<file path="src/rtl/instr_issuer.sv">
// Host-side instruction issuer: buffers host words in a FIFO and hands them to the CPU one at a time.
// Optional CPU-stall watchdog is built when INSTR_ISSUER_WATCHDOG_EN is defined.
module instr_issuer #(
    parameter int DEPTH   = 8,
    parameter int TIMEOUT = 4
) (
    input  logic        clk,
    input  logic        reset,
    input  logic        push,
    input  logic [15:0] push_data,
    input  logic        run,
    input  logic        cpu_w,
    input  logic [15:0] cpu_out,
    output logic [15:0] cpu_in,
    output logic        cpu_load,
    output logic        cpu_s,
    output logic        full,
    output logic        empty,
    output logic        busy,
    output logic [15:0] last_out,
    output logic [7:0]  done_count,
    output logic        timeout
);

    localparam int DATA_W = 16;
    localparam int AW     = $clog2(DEPTH);

    localparam logic [AW-1:0] PTR_ONE  = 1;
    localparam logic [AW:0]   CNT_ONE  = 1;
    localparam logic [AW:0]   CNT_FULL = DEPTH;

    if (DEPTH < 2 || (DEPTH & (DEPTH - 1)) != 0) begin : g_bad_depth
        $error("instr_issuer: DEPTH must be a power of 2 and at least 2");
    end
    if (TIMEOUT < 1) begin : g_bad_timeout
        $error("instr_issuer: TIMEOUT must be at least 1");
    end

    typedef enum logic [2:0] {
        S_IDLE    = 3'd0,
        S_LOAD    = 3'd1,
        S_START   = 3'd2,
        S_WAIT_LO = 3'd3,
        S_WAIT_HI = 3'd4
    } state_t;

    state_t state, state_nxt;

    logic [DATA_W-1:0] mem [DEPTH];
    logic [AW-1:0]     wr_ptr, rd_ptr;
    logic [AW:0]       count;
    logic              push_ok, pop, retire;

    assign push_ok = push && !full;
    assign pop     = (state == S_LOAD);
    assign retire  = (state == S_WAIT_HI) && cpu_w;
    assign full    = (count == CNT_FULL);
    assign empty   = (count == '0);

    // Storage carries no reset; the pointers and count define what is valid.
    always_ff @(posedge clk) begin
        if (push_ok) begin
            mem[wr_ptr] <= push_data;
        end
    end

    always_ff @(posedge clk or negedge reset) begin
        if (!reset) begin
            wr_ptr <= '0;
            rd_ptr <= '0;
            count  <= '0;
        end else begin
            if (push_ok) begin
                wr_ptr <= wr_ptr + PTR_ONE;
            end
            if (pop) begin
                rd_ptr <= rd_ptr + PTR_ONE;
            end
            case ({push_ok, pop})
                2'b10:   count <= count + CNT_ONE;
                2'b01:   count <= count - CNT_ONE;
                default: count <= count;
            endcase
        end
    end

`ifdef INSTR_ISSUER_WATCHDOG_EN
    localparam int WCW = $clog2(TIMEOUT + 1);
    localparam logic [WCW-1:0] WAIT_LAST = WCW'(TIMEOUT - 1);
    localparam logic [WCW-1:0] WAIT_ONE  = 1;

    logic [WCW-1:0] wait_cnt;
    logic           wd_fire;

    // Fires on the TIMEOUT-th WAIT_LO cycle in which the CPU never dropped cpu_w.
    assign wd_fire = (state == S_WAIT_LO) && cpu_w && (wait_cnt == WAIT_LAST);

    always_ff @(posedge clk or negedge reset) begin
        if (!reset) begin
            wait_cnt <= '0;
            timeout  <= 1'b0;
        end else begin
            if (state == S_START) begin
                wait_cnt <= '0;
            end else if (state == S_WAIT_LO) begin
                wait_cnt <= wait_cnt + WAIT_ONE;
            end
            if (wd_fire) begin
                timeout <= 1'b1;
            end
        end
    end
`else
    assign timeout = 1'b0;
`endif

    always_ff @(posedge clk or negedge reset) begin
        if (!reset) begin
            state <= S_IDLE;
        end else begin
            state <= state_nxt;
        end
    end

    always_comb begin
        state_nxt = state;
        case (state)
            S_IDLE: begin
                if (run && !empty && cpu_w) begin
                    state_nxt = S_LOAD;
                end
            end
            S_LOAD:  state_nxt = S_START;
            S_START: state_nxt = S_WAIT_LO;
            S_WAIT_LO: begin
                if (!cpu_w) begin
                    state_nxt = S_WAIT_HI;
                end
`ifdef INSTR_ISSUER_WATCHDOG_EN
                else if (wd_fire) begin
                    state_nxt = S_IDLE;
                end
`endif
            end
            S_WAIT_HI: begin
                if (cpu_w) begin
                    state_nxt = S_IDLE;
                end
            end
            default: state_nxt = S_IDLE;
        endcase
    end

    always_comb begin
        cpu_load = 1'b0;
        cpu_s    = 1'b0;
        cpu_in   = '0;
        busy     = (state != S_IDLE);
        case (state)
            S_LOAD: begin
                cpu_load = 1'b1;
                cpu_in   = mem[rd_ptr];
            end
            S_START: cpu_s = 1'b1;
            default: ;
        endcase
    end

    // Result capture happens only on a genuine completion, never on a watchdog exit.
    always_ff @(posedge clk or negedge reset) begin
        if (!reset) begin
            last_out   <= '0;
            done_count <= '0;
        end else if (retire) begin
            last_out   <= cpu_out;
            done_count <= done_count + 8'd1;
        end
    end

endmodule

</file>
<file path="config.mk">
export PLATFORM = sky130hd
export DESIGN_NAME = instr_issuer
export DESIGN_NICKNAME = d
export VERILOG_FILES = /design/src/rtl/instr_issuer.sv
export SDC_FILE = /design/constraint.sdc
export NUM_CORES = 1
export LEC_CHECK = 0
export ABC_AREA = 1
export BUFFER_PORTS_ARGS = -buffer_cell sky130_fd_sc_hd__buf_4
export CORE_ASPECT_RATIO = 1.5
export CORE_MARGIN = 4
export CORE_UTILIZATION = 35
export DETAILED_ROUTE_END_ITERATION = 10
export GPL_ROUTABILITY_DRIVEN = 1
export PLACE_DENSITY_LB_ADDON = 0.3
export SLEW_MARGIN = 20
export SYNTH_ARGS = -nofsm -noshare
export SYNTH_HDL_FRONTEND = slang
export SYNTH_SLANG_ARGS = --single-unit
</file>
<file path="constraint.sdc">
create_clock -name clk -period 2.6 [get_ports clk]
set_input_delay 0.52 -clock clk [delete_from_list [all_inputs] [get_ports clk]]
set_output_delay 0.52 -clock clk [all_outputs]
set_load 0.02 [all_outputs]
</file>
==> run summary <==
crit start category: register
design area: 0.008337 mm2
Cell Area, Placed: 0.007715 mm2
synth-to-layout area growth: 21.72%
cell with the most instances after synthesis: edfxtp_1
Layout Skew: 0.008959 ns
Critical path origin: rd_ptr[0]
setup repair bufs after CTS: 0
total grt overflow: 0
H-tree Lvls: 4
DRC viols: 0
Worst path depth: 7
critical path's top delay family: buffers and inverters
share of layout cells above drive strength 1: 20.23%
num ports: 83
Synthesized Nets: 635
Setup violations, final: 0
post-synthesis cell count: 592
vias in the first global route: 4779
Distinct cells, synth: 28
final wirelength: 15310 um
Hold WS: 0.07291 ns
routed vias/inst: 4.804
Initial Util: 35.60%
worst r2r dst: count[2]
total negative slack: 0 ns
leak pwr: 3.301 nW
slowest CP cell: dfrtp_2
Slew Viols, Final: 0
CTS Hold Bufs: 0
die area: 0.02192 mm2
f_max: 0.4056 GHz
Syn Std Cell Area: 0.006849 mm2
root buf cell: clkbuf_16
Synth top area share: 56.12%
Crit Path Category: register to output pin
Seq cells post-synth: 165
Clk Latency, worst-skew pair: 0.41 ns
cell taking the most area after synthesis: edfxtp_1
Post-synth top cells: edfxtp_1, nor2_1, nand2_1
CP endpoint kind: output pin
EDFF count, synth: 128
first-pass GRT wire length: 24340 um
Yosys warnings: 0
slowest stage delay, CP: 0.44 ns
initial antenna violation count: 0
register-to-register setup slack: 0.37 ns
dpl hpwl: 9445 um
Final Hold Vio Count: 0
largest net degree at the start of global routing: 66
status: finished, final reports clean
period utilisation layout: 94.82%
fillcell total: 1826
IO buf count: 81
syn avg cell area: 11.57 um2
Worst-path clk slew: 0.07 ns
Die W: 122.2 um
critical-path cell list: clkinvlp_4 -> buf_12 -> nor2_1 -> o211ai_1 -> nand2_1 -> nor2_1 -> buf_4
Longest Clk Path Bufs: 2
max-cap violation count: 0
CTS tree: yes
prevailing post-synth register cell: edfxtp_1
GP Congestion: 0.7447
# nets final: 722
Worst Reg-to-Reg Cells: 10
DR WL/cell: 16.15 um
num rows: 62
final core occ: 43.33%
Via Count: 4554
Buf+Inv Stages, Crit Path: 3
Max IR drop VDD: 546.0 uV
total clock sinks: 165
Worst R2R Start: state[2]
Routed Antenna Nets: 0
top cells by area in the synthesized netlist: edfxtp_1, dfrtp_1, nor2_1
CTS buffer count: 17
Die Y: 179.3 um
power density over cell area: 1143 mW/mm2
antenna cell count: 0
CP most frequent cell: nor2_1
total core area: 0.01924 mm2
crit path to: cpu_in[7]
Hold Crit Class: input pin to async pin
critical path peak fanout: 32
unrepaired setup endpoints after global routing: false
Arrival @ worst endpoint: 1.95 ns
worst endpoint required time: 2.08 ns
drt first pass iters: 4
asr flop ratio synth: 22.42%
Seq/Total Area, Yosys: 69.64%
GRT Total Usage: 14.43%
initial DRC count: 286
Tmin final: 2.465 ns
-- routing by layer --
layer / global-route usage, % / part of all wire [%]
met1: 15.53 / 39
met2: 27.19 / 54
met3: 3.788 / 6.2
met4: 4.624 / 1.6
met5: 0 / 0
-- cell families (layout without fill, tap and decap cells) --
kind of cell,Yosys count,count (layout),share of synthesized area (%)
other cells,1,1,0.05475
flops,165,165,69.64
simple gates,252,252,14.87
fa+ha+maj,6,6,1.096
buf+inv,54,154,4.421
compound gates,101,101,8.257
xor+xnor,13,13,1.662
-- flip-flops by register name, summed over array words and instances, names as in the netlist --
register / count
state: 3
count: 4
done_count: 8
rd_ptr: 3
wr_ptr: 3
last_out: 16
mem: 128
-- metrics by stage --
step / power (mW) / setup slack [ns] / std cells
floorplan: 5.956 / 0.6053 / 592
finish: 9.532 / 0.1347 / 948
detailed placement: 7.121 / 0.3390 / 915
global route: 10.15 / 0.0009845 / 948
CTS: 9.566 / 0.01569 / 947
global placement: 6.997 / 0.5043 / 915
-- layout by cell type (no fill, tap or decap), types with 5 or more instances in the layout --
cell / netlist / layout
buf_4: 11 / 94
o22ai_1: 16 / 16
nand2_1: 103 / 103
dfrtp_1: 37 / 36
xnor2_1: 6 / 6
xor2_1: 7 / 7
o21ai_1: 27 / 27
edfxtp_1: 128 / 128
inv_8: 0 / 5
inv_1: 22 / 20
nand3_1: 12 / 12
ha_1: 6 / 6
o21ai_0: 41 / 41
nor2_1: 127 / 127
o211ai_1: 16 / 16
clkbuf_16: 0 / 18
-- worst min-delay path by stage --
stage / from / to
2_1_floorplan: reset / count[0]
5_1_grt: reset / last_out[13]
4_1_cts: reset / last_out[8]
6_report: reset / last_out[13]
3_5_place_dp: done_count[7] / done_count[7]
3_3_place_gp: last_out[8] / last_out[8]
-- layout make-up --
cell class / instances / area, um2 / share of cell area [%]
Timing Repair Buffer: 98 / 782.0 / 9.380
Multi-Input combinational cell: 373 / 1777 / 21.31
Tap cell: 256 / 320.3 / 3.842
Inverter: 24 / 101.3 / 1.216
Clock buffer: 17 / 425.4 / 5.103
Sequential cell: 165 / 4771 / 57.23
Clock inverter: 15 / 160.2 / 1.921
-- worst reg2reg max path: stages (launching register included) --
cell        delay [ns]
dfrtp_1           0.46
inv_1             0.13
nand3_2           0.13
clkinvlp_4        0.21
ha_1              0.29
nor2_1            0.15
nor2_1            0.09
ha_1              0.19
a21oi_1           0.18
xor2_1            0.18
o21ai_0           0.09
-- where the power goes --
part           internal [mW]  total, mW  switching, mW
logic                   1.24       3.47           2.23
registers               3.38       3.64          0.260
clock network           1.29       2.42           1.14
total                   5.91       9.53           3.62
-- timing repair --
action	in CTS	in global routing
setup endpoints to repair	0	12
resized for setup	0	3
hold endpoints to repair	0	0
Note: power is estimated with default switching activity, not from simulation.
